**config.mk**
```make
export PLATFORM = sky130hd
export DESIGN_NAME = gcn_host_streamer
export DESIGN_NICKNAME = d
export VERILOG_FILES = /design/src/rtl/gcn_host_streamer.sv
export SDC_FILE = /design/constraint.sdc
export NUM_CORES = 1
export LEC_CHECK = 0
export CORE_MARGIN = 3
export CORE_UTILIZATION = 36
export CTS_CLUSTER_SIZE = 40
export DETAILED_ROUTE_END_ITERATION = 8
export GPL_TIMING_DRIVEN = 0
export SYNTH_ARGS = -nofsm -noshare
export SYNTH_HDL_FRONTEND = slang
export SYNTH_SLANG_ARGS = --single-unit
```
**constraint.sdc**
```tcl
create_clock -name clk -period 6.1 [get_ports clk]
set_clock_uncertainty 0.15 [all_clocks]
set_input_delay 1.22 -clock clk [delete_from_list [all_inputs] [get_ports clk]]
set_output_delay 1.22 -clock clk [all_outputs]
set_load 0.005 [all_outputs]
```
**src/rtl/gcn_host_streamer.sv**
```systemverilog
// Host-side initiator for the GCN accelerator pin bus: streams weights and a sparse
// input list out over g_bus, then captures the returned header and result words.
module gcn_host_streamer #(
  parameter int WROWS     = 32,
  parameter int OUT_WORDS = 200,
  parameter int TIMEOUT   = 4096
) (
  input  logic        clk,
  input  logic        rst,
  input  logic        start,
  input  logic [7:0]  col_base,
  input  logic [7:0]  nnz,
  output logic        busy,
  output logic        done,
  output logic        err,
  output logic        w_rd_en,
  output logic [5:0]  w_rd_addr,
  input  logic [15:0] w_rd_data,
  output logic        x_rd_en,
  output logic [7:0]  x_rd_addr,
  input  logic [31:0] x_rd_data,
  output logic        g_req,
  output logic        g_cmd,
  output logic [15:0] g_bus,
  input  logic        g_idle,
  input  logic        g_ostart,
  input  logic [15:0] g_bus_in,
  input  logic        g_rdy,
  output logic [15:0] hdr_col,
  output logic        r_wr_en,
  output logic [7:0]  r_wr_addr,
  output logic [15:0] r_wr_data
);
  localparam int WWORDS = 2 * WROWS;

  typedef enum logic [3:0] {
    S_IDLE, S_REQ, S_HDR, S_WGT, S_INA, S_INB, S_WOUT, S_CAP, S_WEND, S_DONE, S_ERR
  } state_t;

  state_t      state, state_next;
  logic [15:0] cnt, cnt_next;
  logic [6:0]  widx, widx_next;
  logic [7:0]  eidx, eidx_next;
  logic [7:0]  ridx, ridx_next;
  logic [7:0]  col_q, col_next;
  logic [7:0]  nnz_q, nnz_next;
  logic [15:0] data_q, data_next;
  logic [15:0] hdr_next;
  logic        reject;
  logic        busy_next, done_next, err_next;
  logic        w_rd_en_next, x_rd_en_next;
  logic [5:0]  w_rd_addr_next;
  logic [7:0]  x_rd_addr_next;
  logic        g_req_next, g_cmd_next;
  logic [15:0] g_bus_next;
  logic        r_wr_en_next;
  logic [7:0]  r_wr_addr_next;
  logic [15:0] r_wr_data_next;

  // Bus-side outputs lag the state by one cycle; RAM reads are issued one cycle
  // ahead so read data lines up with the state that forwards it.
  always_comb begin
    state_next     = state;
    cnt_next       = cnt + 16'd1;
    widx_next      = widx;
    eidx_next      = eidx;
    ridx_next      = ridx;
    col_next       = col_q;
    nnz_next       = nnz_q;
    data_next      = data_q;
    hdr_next       = hdr_col;
    reject         = 1'b0;
    w_rd_en_next   = 1'b0;
    w_rd_addr_next = 6'd0;
    x_rd_en_next   = 1'b0;
    x_rd_addr_next = 8'd0;
    g_req_next     = 1'b0;
    g_cmd_next     = 1'b0;
    g_bus_next     = 16'd0;
    r_wr_en_next   = 1'b0;
    r_wr_addr_next = 8'd0;
    r_wr_data_next = 16'd0;

    case (state)
      S_IDLE: begin
        if (start) begin
          if (nnz == 8'd0) begin
            reject = 1'b1;
          end else if (g_idle) begin
            state_next = S_REQ;
            col_next   = col_base & 8'hFE;
            nnz_next   = nnz;
          end
        end
      end
      S_REQ: begin
        g_req_next     = 1'b1;
        state_next     = S_HDR;
        w_rd_en_next   = 1'b1;
        w_rd_addr_next = 6'd0;
      end
      S_HDR: begin
        g_bus_next     = {8'h00, col_q};
        state_next     = S_WGT;
        widx_next      = 7'd0;
        w_rd_en_next   = 1'b1;
        w_rd_addr_next = 6'd1;
      end
      S_WGT: begin
        g_bus_next = w_rd_data;
        widx_next  = widx + 7'd1;
        if (widx == 7'(WWORDS - 1)) begin
          state_next = S_INA;
          eidx_next  = 8'd0;
        end else if (widx == 7'(WWORDS - 2)) begin
          x_rd_en_next   = 1'b1;
          x_rd_addr_next = 8'd0;
        end else begin
          w_rd_en_next   = 1'b1;
          w_rd_addr_next = 6'(widx + 7'd2);
        end
      end
      S_INA: begin
        g_bus_next = x_rd_data[31:16];
        data_next  = x_rd_data[15:0];
        state_next = S_INB;
        if (({1'b0, eidx} + 9'd1) < {1'b0, nnz_q}) begin
          x_rd_en_next   = 1'b1;
          x_rd_addr_next = eidx + 8'd1;
        end
      end
      S_INB: begin
        g_bus_next = data_q;
        if (eidx == nnz_q - 8'd1) begin
          g_cmd_next = 1'b1;
          state_next = S_WOUT;
        end else begin
          eidx_next  = eidx + 8'd1;
          state_next = S_INA;
        end
      end
      S_WOUT: begin
        if (g_ostart) begin
          hdr_next   = g_bus_in;
          ridx_next  = 8'd0;
          state_next = S_CAP;
        end else if (cnt == 16'(TIMEOUT - 1)) begin
          state_next = S_ERR;
        end
      end
      S_CAP: begin
        r_wr_en_next   = 1'b1;
        r_wr_addr_next = ridx;
        r_wr_data_next = g_bus_in;
        ridx_next      = ridx + 8'd1;
        if (ridx == 8'(OUT_WORDS - 1))
          state_next = g_rdy ? S_DONE : S_WEND;
      end
      S_WEND: begin
        if (g_rdy)
          state_next = S_DONE;
        else if (cnt == 16'(TIMEOUT - 1))
          state_next = S_ERR;
      end
      S_DONE:  state_next = S_IDLE;
      S_ERR:   state_next = S_IDLE;
      default: state_next = S_IDLE;
    endcase

    if (state_next != state)
      cnt_next = 16'd0;

    busy_next = !(state_next inside {S_IDLE, S_DONE, S_ERR});
    done_next = (state_next == S_DONE);
    err_next  = (state_next == S_ERR) || reject;
  end

  always_ff @(posedge clk or posedge rst) begin
    if (rst) begin
      state     <= S_IDLE;
      cnt       <= 16'd0;
      widx      <= 7'd0;
      eidx      <= 8'd0;
      ridx      <= 8'd0;
      col_q     <= 8'd0;
      nnz_q     <= 8'd0;
      data_q    <= 16'd0;
      hdr_col   <= 16'd0;
      busy      <= 1'b0;
      done      <= 1'b0;
      err       <= 1'b0;
      w_rd_en   <= 1'b0;
      w_rd_addr <= 6'd0;
      x_rd_en   <= 1'b0;
      x_rd_addr <= 8'd0;
      g_req     <= 1'b0;
      g_cmd     <= 1'b0;
      g_bus     <= 16'd0;
      r_wr_en   <= 1'b0;
      r_wr_addr <= 8'd0;
      r_wr_data <= 16'd0;
    end else begin
      state     <= state_next;
      cnt       <= cnt_next;
      widx      <= widx_next;
      eidx      <= eidx_next;
      ridx      <= ridx_next;
      col_q     <= col_next;
      nnz_q     <= nnz_next;
      data_q    <= data_next;
      hdr_col   <= hdr_next;
      busy      <= busy_next;
      done      <= done_next;
      err       <= err_next;
      w_rd_en   <= w_rd_en_next;
      w_rd_addr <= w_rd_addr_next;
      x_rd_en   <= x_rd_en_next;
      x_rd_addr <= x_rd_addr_next;
      g_req     <= g_req_next;
      g_cmd     <= g_cmd_next;
      g_bus     <= g_bus_next;
      r_wr_en   <= r_wr_en_next;
      r_wr_addr <= r_wr_addr_next;
      r_wr_data <= r_wr_data_next;
    end
  end

endmodule

```
==> run metrics, run 1 <==
outcome completed; Initial Util 0.368; ANT nets after route 0; Worst Hold Path EP cnt[0]$_DFF_PP0_; placed inst area 8920 µm²; DRC viols 0; drt total wl 17.8 mm; placer congestion estimate 0.859; vias in the first global route 5524; Worst Tran Pin Value 1.33 ns; CP startpoint kind input pin; R2R depth 5; Worst EP arrival 3.54 ns; hold path depth 1; Final setup viols 0; hpwl dp 13.2 mm; Setup TNS Final 0 ns; Clock Pin Slew Worst Setup and Hold Paths 0.06 ns; worst setup path class input pin to register; Post-synth EDFFs 0; flops & latches, synth 152; first drt pass iteration count 5; RSZ-0062 raised after global routing false; full die area 21000 µm²; Slew Limit Fails 0; I/O pin total 164; Final Hold Fails 0; Vias 5402; crit end category register; share of post-route cells with drive strength above 1 0.135; Syn Std Cell Area 6940 µm²; crit-path max FO 3; Synth-to-Final Area Change 36.7%; ys async rst share 1.00; diodes inserted 0; H-tree depth 4; fmax 0.295 GHz; power density over the cells 387 nW/µm²; worst flop-to-flop path startpoint state[0]$_DFF_PP0_; gr usage total 0.172; hold path startpoint cnt[0]$_DFF_PP0_; crit share post-route 0.556; nets 917; TritonCTS buffer count 17; Tmin final 3.39 ns; leak pwr 4.13 nW; CTS sink cnt 152; CTS Buffer Depth 2; Core ar. 18800 µm²; port bufs 162; Post-CTS Hold Fix Bufs 0; Cell variety after synth 68; synthesized instance count 634; worst rel slew slack 0.105; syn_area_per_cell 10.9 µm²; PostCTS Resize Cnt 0; drt wl/cell 16.4 µm; peak supply drop 0.210 mV; CTS tree done; FF-to-FF setup slack 3.23 ns; FF-to-FF End x_rd_addr[7]$_DFF_PP0_; WHS 0.335 ns; die height 145 µm; starting DRC count in detailed routing 286; Clock Tree Root clkbuf_16; initial antenna violation count 0; Hold Path Class register to register; GRT overflow 0; synthesized net count 735; yosys warns 0; Max-Cap Viols 0; post-route cell area 9490 µm²; global-route wire length before repair 28.5 mm; worst endpoint required time 6.24 ns; die width 145 µm; Via-to-Cell Ratio 4.96; Setup Fix Bufs, Post-CTS 0; largest net degree at the start of global routing 88; row cnt 50; Seq/Total Area, Yosys 0.548; Synth Flop Type dfrtp_1; later-pin clock latency in the skew report 0.42 ns
layout by cell type (no fill, tap or decap), drive strengths merged, types with 4 or more instances in the layout:
cell,Yosys,routed
nand4,5,5
clkdlybuf4s50,0,162
a21oi,10,10
clkinv,0,5
mux2,39,39
and2,26,26
and3,5,5
a22oi,23,23
clkbuf,18,36
nand3,24,24
nor3,14,14
nand2,90,90
buf,7,8
xnor2,13,13
or2,4,4
o21ai,26,26
dfrtp,152,152
xor2,16,16
mux2i,4,4
a211oi,5,5
nor2,45,45
nor3b,7,7
nand2b,9,9
inv,20,26
ha,15,15
how the worst max path moves through the flow:
stage	startpoint	slack, ns	to	cells past startpoint
3_5_place_dp	nnz[1]	2.28	col_q[1]$_DFFE_PP0P_	6
2_1_floorplan	rst	0.64	busy$_DFF_PP0_	1
3_3_place_gp	rst	-1.30	g_bus[10]$_DFF_PP0_	2
5_1_grt	nnz[1]	2.63	busy$_DFF_PP0_	7
4_1_cts	nnz[1]	2.72	col_q[1]$_DFFE_PP0P_	6
6_report	nnz[1]	2.71	busy$_DFF_PP0_	7
where the power goes:
part	switching, mW	total (mW)	internal [mW]	leakage (nW)
Sequential	0.140	1.39	1.25	2.00
Clock	0.442	1.01	0.572	0.274
Combinational	0.613	1.27	0.660	1.86
Total	1.20	3.68	2.48	4.13
cells by family (layout without fill, tap and decap cells):
kind of cell | after synthesis | in the layout | share of synthesized area
and+or+nand+nor | 252 | 252 | 0.189
muxes | 43 | 43 | 0.0691
adders and majority gates | 15 | 15 | 0.0271
xor gates and xnor gates | 29 | 29 | 0.0366
buffers and inverters | 45 | 240 | 0.0280
AOI/OAI and AO/OA | 98 | 98 | 0.102
DFF | 152 | 152 | 0.548
sequential cells by signal, summed over array words and instances (netlist names), 4 cells and up:
signal / count
state: 4
col_q: 7
r_wr_data: 16
data_q: 16
widx: 7
w_rd_addr: 6
x_rd_addr: 8
hdr_col: 16
eidx: 8
r_wr_addr: 8
g_bus: 16
cnt: 16
ridx: 8
nnz_q: 8
area by class of cell:
cell class                 count  area, µm²
buffer                        25        119
clock buffer                  18        429
clock inverter                14        140
fill                        1689       9340
inverter                      20       80.1
multi-input combinational    437       2940
sequential                   152       3800
tap                          260        325
timing repair buffer         163       1650
synthesized netlist by cell type (6+ instances only):
| cell | n | area share |
|---|---|---|
| nand3_1 | 23 | 0.017 |
| ha_1 | 15 | 0.027 |
| buf_2 | 6 | 0.0043 |
| nor2_1 | 34 | 0.018 |
| and2_1 | 26 | 0.023 |
| nand2b_1 | 9 | 0.0081 |
| nand2_1 | 89 | 0.048 |
| xor2_1 | 16 | 0.020 |
| inv_1 | 19 | 0.010 |
| clkbuf_1 | 17 | 0.0092 |
| a21oi_1 | 10 | 0.0072 |
| nor3_1 | 14 | 0.010 |
| xnor2_1 | 13 | 0.016 |
| a22oi_1 | 23 | 0.025 |
| mux2_2 | 39 | 0.063 |
| o21ai_0 | 19 | 0.014 |
| dfrtp_1 | 152 | 0.55 |
| nor2_2 | 10 | 0.0090 |
| o21ai_1 | 6 | 0.0043 |
per-layer routing:
layer	vias up	part of all wire	track usage
met5	-	0	0
met4	0	0.024	0.0619
met3	26	0.034	0.0352
met2	112	0.52	0.285
met1	2686	0.43	0.225
li1	2578	-	-
worst max-delay path, cell delays in order:
cell and delay, ns:
clkdlybuf4s50_1 0.42, nor4_1 0.50, nand2_1 0.24, a221o_1 0.41, o211a_1 0.25, a2111oi_2 0.37, o22ai_1 0.13
through the flow:
stage | setup WS [ns] | instances | power [mW] | util
after CTS | 2.72 | 1089 | 3.72 | 0.504
after floorplan | 0.637 | 634 | 2.12 | -
final | 2.71 | 1089 | 3.68 | 0.504
after global placement | -1.30 | 1056 | 2.65 | 0.472
after global routing | 2.63 | 1089 | 3.92 | 0.504
after detailed placement | 2.28 | 1057 | 2.69 | 0.474
Note: power is estimated with default switching activity, not from simulation.
==> inputs of run 2 (changes only) <==
==> constraint.sdc (replaced) <==
create_clock -name clk -period 3.3 [get_ports clk]
set_clock_uncertainty 0.15 [all_clocks]
set_input_delay 0.66 -clock clk [delete_from_list [all_inputs] [get_ports clk]]
set_output_delay 0.66 -clock clk [all_outputs]
set_load 0.005 [all_outputs]
==> run metrics, run 2 (same netlist as run 1, synthesis figures left out) <==
outcome completed; Setup Fix Bufs, Post-CTS 0 (unchanged); share of post-route cells with drive strength above 1 0.136 (+0.00121); ANT nets after route 0 (unchanged); CTS sink cnt 152 (unchanged); Post-CTS Hold Fix Bufs 0 (unchanged); hpwl dp 13.4 mm (+1.9%); Worst Tran Pin Value 1.01 ns (-0.325 ns); Max-Cap Viols 0 (unchanged); CTS Buffer Depth 2 (unchanged); Hold Path Class register to register; Final setup viols 0 (unchanged); full die area 21000 µm² (unchanged); Worst EP arrival 2.98 ns (-0.56 ns); Tmin final 2.82 ns; Setup TNS Final 0 ns (unchanged); I/O pin total 164 (unchanged); Synth-to-Final Area Change 37.5%; starting DRC count in detailed routing 337 (+18%); post-route insts no fill 1089 (unchanged); die height 145 µm (unchanged); Initial Util 0.368 (unchanged); Cells after DPL 1060 (+0.28%); Final Hold Fails 0 (unchanged); Via-to-Cell Ratio 4.91 (-1.0%); crit path cell chain buf_2 -> clkbuf_1 -> nor3_1 -> o211ai_1 -> nor3_1; most common cell after layout, fill and taps aside clkdlybuf4s50_1; Slew Limit Fails 0 (unchanged); PostCTS Resize Cnt 0 (unchanged); largest net degree at the start of global routing 36 (-59%); DRC viols 0 (unchanged); die width 145 µm (unchanged); GRT overflow 0 (unchanged); port bufs 162 (unchanged); fmax 0.355 GHz; Worst path slowest cell nor3_1; nets 921 (+0.44%); CTS tree done; drt total wl 17.7 mm (-0.54%); vias in the first global route 5407 (-2.1%); crit share post-route 0.854; worst rel slew slack 0.324 (+0.218); most used cell, CP nor3_1; most frequent cells in the layout clkdlybuf4s50_1, dfrtp_1, nand2_1; FF-to-FF setup slack 0.48 ns (-2.75 ns); worst endpoint required time 3.46 ns (-2.78 ns); Vias 5347 (-1.0%); first drt pass iteration count 4 (-1); crit-path max FO 10 (+7); later-pin clock latency in the skew report 0.42 ns (about the same); crit end category register; power density over the cells 712 nW/µm² (+84%); pre-CTS setup slack 0.0723 ns (-2.21 ns); placer congestion estimate 0.849 (-1.2%); drt wl/cell 16.3 µm (-0.54%); RSZ-0062 raised after global routing false; TritonCTS buffer count 17 (unchanged); CP startpoint kind register; largest stage delay on the critical path 0.86 ns (+0.36 ns); Core ar. 18800 µm² (unchanged); H-tree depth 4 (unchanged); gr usage total 0.171 (-0.000954); leak pwr 4.15 nW (+0.48%); peak supply drop 0.436 mV (+110%); row cnt 50 (unchanged); diodes inserted 0 (unchanged); Setup WS post-layout 0.481 ns (-2.23 ns); worst path buffer plus inverter count 2 (+1); Clock Pin Slew Worst Setup and Hold Paths 0.06 ns (about the same); Filler cells 1701 (+0.71%); placed inst area 8970 µm² (+0.58%); CP delay by family, top simple AND/OR/NAND/NOR gates; global-route wire length before repair 28.2 mm (-0.90%); worst setup path class register to register; initial antenna violation count 0 (unchanged); post-route cell area 9540 µm² (+0.57%); Clock Tree Root clkbuf_16
## run 2: cell count changes in the layout (fill, tap and decap cells not counted), sizes merged
cell,delta
clkinvlp,+3
clkbuf,+2
clkinv,-3
buf,+4
bufinv,+1
inv,-7
## run 2: metal layers
| metal | part of all wire | vias to the layer above | GRT usage |
|---|---|---|---|
| met2 | 0.53 | 87 | 0.292 |
| met3 | 0.027 | 14 | 0.0299 |
| met5 | 0 | - | 0 |
| met4 | 0.013 | 0 | 0.0565 |
| met1 | 0.43 | 2672 | 0.221 |
| li1 | - | 2574 | - |
## run 2: worst paths after layout
path / cells after the start / from / endpoint
worst max-delay path: 5 / state[0]$_DFF_PP0_ / x_rd_addr[7]$_DFF_PP0_
worst min-delay path: 1 / cnt[0]$_DFF_PP0_ / cnt[0]$_DFF_PP0_
worst max register to register: 5 / state[0]$_DFF_PP0_ / x_rd_addr[7]$_DFF_PP0_
worst min register to register: 1 / cnt[0]$_DFF_PP0_ / cnt[0]$_DFF_PP0_
max in group asynchronous: 6 / rst / data_q[13]$_DFFE_PP0P_
min in group asynchronous: 2 / rst / r_wr_addr[0]$_DFF_PP0_
## run 2: final cells by class
type / instances / area (µm²) / share of cell area
well taps: 260 / 325 / 0.0341
inverters: 20 / 78.8 / 0.00826
repair buffers: 167 / 1710 / 0.179
plain buffers: 25 / 119 / 0.0125
clock inverters: 8 / 100 / 0.0105
clock buffers: 20 / 467 / 0.0489
flip-flops and latches: 152 / 3800 / 0.399
multi-input cells: 437 / 2940 / 0.308
## run 2: stage by stage
stage               hold WS [ns]  power (mW)  utilization
floorplan                  0.306        3.92            -
global placement           0.323        4.90        0.472
detailed placement         0.328        4.97        0.476
CTS                        0.341        6.88        0.506
global route               0.362        7.23        0.507
finish                     0.336        6.79        0.507
## run 2: report_power, final
| group | switching, mW | total, mW | leakage (nW) | internal [mW] |
|---|---|---|---|---|
| clock network | 0.720 | 1.87 | 0.268 | 1.15 |
| logic | 1.14 | 2.37 | 1.88 | 1.23 |
| registers | 0.243 | 2.55 | 2.00 | 2.31 |
## run 2: worst register-to-register path: stages (launching register included)
cell and delay, ns:
dfrtp_1 0.36, buf_2 0.17, clkbuf_1 0.22, nor3_1 0.86
o211ai_1 0.57, nor3_1 0.38
==> inputs of run 3 (changes only) <==
--- a/config.mk
+++ b/config.mk
@@ -5,11 +5,13 @@
 export SDC_FILE = /design/constraint.sdc
 export NUM_CORES = 1
 export LEC_CHECK = 0
+export ABC_AREA = 1
 export CORE_MARGIN = 3
 export CORE_UTILIZATION = 36
 export CTS_CLUSTER_SIZE = 40
 export DETAILED_ROUTE_END_ITERATION = 8
 export GPL_TIMING_DRIVEN = 0
+export SLEW_MARGIN = 20
 export SYNTH_ARGS = -nofsm -noshare
 export SYNTH_HDL_FRONTEND = slang
 export SYNTH_SLANG_ARGS = --single-unit
==> constraint.sdc (replaced) <==
create_clock -name clk -period 2.7 [get_ports clk]
set_clock_uncertainty 0.15 [all_clocks]
set_input_delay 0.54 -clock clk [delete_from_list [all_inputs] [get_ports clk]]
set_output_delay 0.54 -clock clk [all_outputs]
set_load 0.005 [all_outputs]
==> run metrics, run 3 <==
outcome completed; worst rel slew slack 0.629 (+0.305); GRT overflow 0 (unchanged); Compound-Gate Fraction of Synth Area 0.0682 (-0.0339); Worst Tran Pin Value 0.556 ns (-0.450 ns); area of the multi-input gates 2670 µm² (-9.1%); full die area 21000 µm² (about the same); XOR/XNOR share of the synthesized area 0.0240 (-0.0126); CTS sink cnt 152 (unchanged); die height 145 µm (about the same); leading post-synthesis cells by cell area dfrtp_1, nand2_1, inv_1; hpwl dp 13.3 mm (-1.1%); Post-synth top cells nand2_1, dfrtp_1, inv_1, nor2_1, o21ai_0; TritonCTS buffer count 17 (unchanged); placer congestion estimate 0.852 (+0.37%); flops & latches, synth 152 (unchanged); largest stage delay on the critical path 0.41 ns (-0.45 ns); Setup TNS Final 0 ns (unchanged); global-route wire length before repair 28.9 mm (+2.4%); H-tree depth 4 (unchanged); FF-to-FF setup slack 0.19 ns (-0.29 ns); power density over the cells 737 nW/µm² (+3.5%); share of post-route cells with drive strength above 1 0.0892 (-0.0471); Cell variety after synth 37 (-46%); Worst path slowest cell dfrtp_1; R2R depth 13 (+8); ANT nets after route 0 (unchanged); most frequent cells in the layout nand2_1, clkdlybuf4s50_1, dfrtp_1; initial antenna violation count 0 (unchanged); nets 1097 (+19%); count leader, synth nand2_1; DRC viols 0 (unchanged); Worst EP arrival 2.66 ns (-0.32 ns); drt wl/cell 13.9 µm (-14%); CP endpoint x_rd_addr[7]$_DFF_PP0_; Post-CTS Hold Fix Bufs 0 (unchanged); worst endpoint required time 2.84 ns (-0.62 ns); ys async rst share 1.00 (unchanged); Yosys top cell area share 0.548 (about the same); gr usage total 0.175 (+0.00408); Seq/Total Area, Yosys 0.548 (about the same); Filler cells 1741 (+2.4%); crit path cell chain inv_1 -> nor2_2 -> nand3_1 -> nor2_1 -> nand2_1 -> xor2_2 -> inv_1 -> ha_1 -> nand4_1 -> nor3_1 -> nand3b_1 -> buf_4 -> nor2_1; diodes inserted 0 (unchanged); die width 145 µm (about the same); synthesized instance count 805 (+27%); Max-Cap Viols 0 (unchanged); first drt pass iteration count 5 (+1); Clock Tree Root clkbuf_16; CP startpoint kind register; largest area contributor in the netlist dfrtp_1; port bufs 162 (unchanged); Initial Util 0.369 (about the same); post-synthesis mux area share 0.00487 (-0.0642); most common cell after layout, fill and taps aside nand2_1; Synth Flop Type dfrtp_1; starting DRC count in detailed routing 225 (-33%); CTS tree done; Reg area 3800 µm² (about the same); Total Power 7.13 mW (+4.9%); drt total wl 17.7 mm (-0.31%); crit end category register; Hold Path Class register to register; worst flop-to-flop path startpoint eidx[2]$_DFFE_PP0P_; Post-Synth Adder-Cell Area 0.0270 (about the same); yosys warns 0 (unchanged); Core ar. 18800 µm² (unchanged); worst setup path class register to register; synthesized net count 906 (+23%); vias in the first global route 5781 (+6.9%); CP startpoint eidx[2]$_DFFE_PP0P_; largest family of logic cells by synthesized area simple AND/OR/NAND/NOR gates; Vias 5683 (+6.3%); Slew Limit Fails 0 (unchanged); crit share post-route 0.930 (+0.0761); peak supply drop 0.471 mV (+7.9%); FF-to-FF End x_rd_addr[7]$_DFF_PP0_; fmax 0.398 GHz (+12%); I/O pin total 164 (unchanged); leak pwr 4.57 nW (+10%); crit-path max FO 8 (-2); row cnt 50 (unchanged); syn_area_per_cell 8.62 µm² (-21%); Syn Std Cell Area 6940 µm² (about the same); Tmin final 2.51 ns (-0.307 ns); Final setup viols 0 (unchanged); Synth-to-Final Area Change 39.4%; Via-to-Cell Ratio 4.48 (-8.8%); largest net degree at the start of global routing 34 (-5.6%); simple-gate share of the synthesized area 0.257 (+0.0683); Final Hold Fails 0 (unchanged); CTS Buffer Depth 2 (unchanged); Clock Pin Slew Worst Setup and Hold Paths 0.06 ns (about the same); Post-synth EDFFs 0 (unchanged); later-pin clock latency in the skew report 0.42 ns (about the same)
-- run 3: cell count changes in the layout (fill, tap and decap cells not counted), sizes merged, moves of 8 or more --
| cell | change |
|---|---|
| nand2 | +137 |
| inv | +90 |
| nor2 | +70 |
| mux2 | -36 |
| and2 | -26 |
| a22oi | -23 |
| o21ai | +20 |
| nand3 | +18 |
| a21oi | +9 |
| nand2b | -9 |
| nor3 | -8 |
| xnor2 | -8 |
-- run 3: logic make-up (layout without fill, tap and decap cells) --
| logic type | count (synthesis) | count (layout) |
|---|---|---|
| flip-flops | 152 | 152 |
| multiplexers | 3 | 3 |
| adder cells (fa/ha/maj) | 15 | 15 |
| AO/OA/AOI/OAI | 85 | 85 |
| XOR/XNOR | 19 | 19 |
| AND/OR/NAND/NOR | 405 | 405 |
| buffers and inverters | 126 | 330 |
-- run 3: worst min path at each step --
stage               cells past startpoint                   from  slack [ns]                     to
finish                                  1       cnt[0]$_DFF_PP0_        0.32       cnt[0]$_DFF_PP0_
global route                            2  data_q[3]$_DFFE_PP0P_        0.35  data_q[3]$_DFFE_PP0P_
CTS                                     1       cnt[0]$_DFF_PP0_        0.32       cnt[0]$_DFF_PP0_
detailed placement                      1       cnt[0]$_DFF_PP0_        0.31       cnt[0]$_DFF_PP0_
global placement                        1       cnt[0]$_DFF_PP0_        0.30       cnt[0]$_DFF_PP0_
floorplan                               1       cnt[0]$_DFF_PP0_        0.28       cnt[0]$_DFF_PP0_
-- run 3: layer usage --
metal / global-route usage / up-vias / share of wire
met5: 0 / - / 0
li1: - / 2902 / -
met2: 0.276 / 128 / 0.48
met3: 0.0611 / 10 / 0.064
met4: 0.0481 / 0 / 0.011
met1: 0.231 / 2643 / 0.45
-- run 3: timing repair --
action,CTS,global route
pin swaps,0,1
setup endpoints to repair,8,19
gates cloned,0,0
resized for setup,0,6
setup buffers,2,3
-- run 3: area by class of cell --
type / instances / share of cell area
sequential: 152 / 0.393
multi-input combinational: 527 / 0.276
clock inverter: 13 / 0.0173
buffer: 16 / 0.00789
clock buffer: 19 / 0.0458
tap: 260 / 0.0336
timing repair buffer: 172 / 0.183
inverter: 110 / 0.0431
-- run 3: metrics by stage --
stage                util  hold WS, ns  instance area [µm²]  setup WS [ns]  cells
floorplan               -        0.282                 6940         0.0931    805
global placement    0.472        0.302                 8890          -1.29   1227
detailed placement  0.478        0.310                 9000         -0.105   1232
CTS                 0.511        0.318                 9620         0.0873   1266
global route        0.514        0.346                 9670       -0.00594   1269
finish              0.514        0.321                 9670          0.188   1269
-- run 3: worst max-delay path, delay by kind of cell (launching register included) --
kind | cells | cell delay (ns)
flip-flops | 1 | 0.41
XOR/XNOR | 1 | 0.19
AND/OR/NAND/NOR | 8 | 1.01
adder cells (fa/ha/maj) | 1 | 0.29
buffers and inverters | 3 | 0.34
-- run 3: report_power, final --
part           leakage [nW]  switching [mW]  internal, mW
registers              1.92           0.194          2.57
clock network         0.294           0.955          1.49
logic                  2.36            1.08         0.839
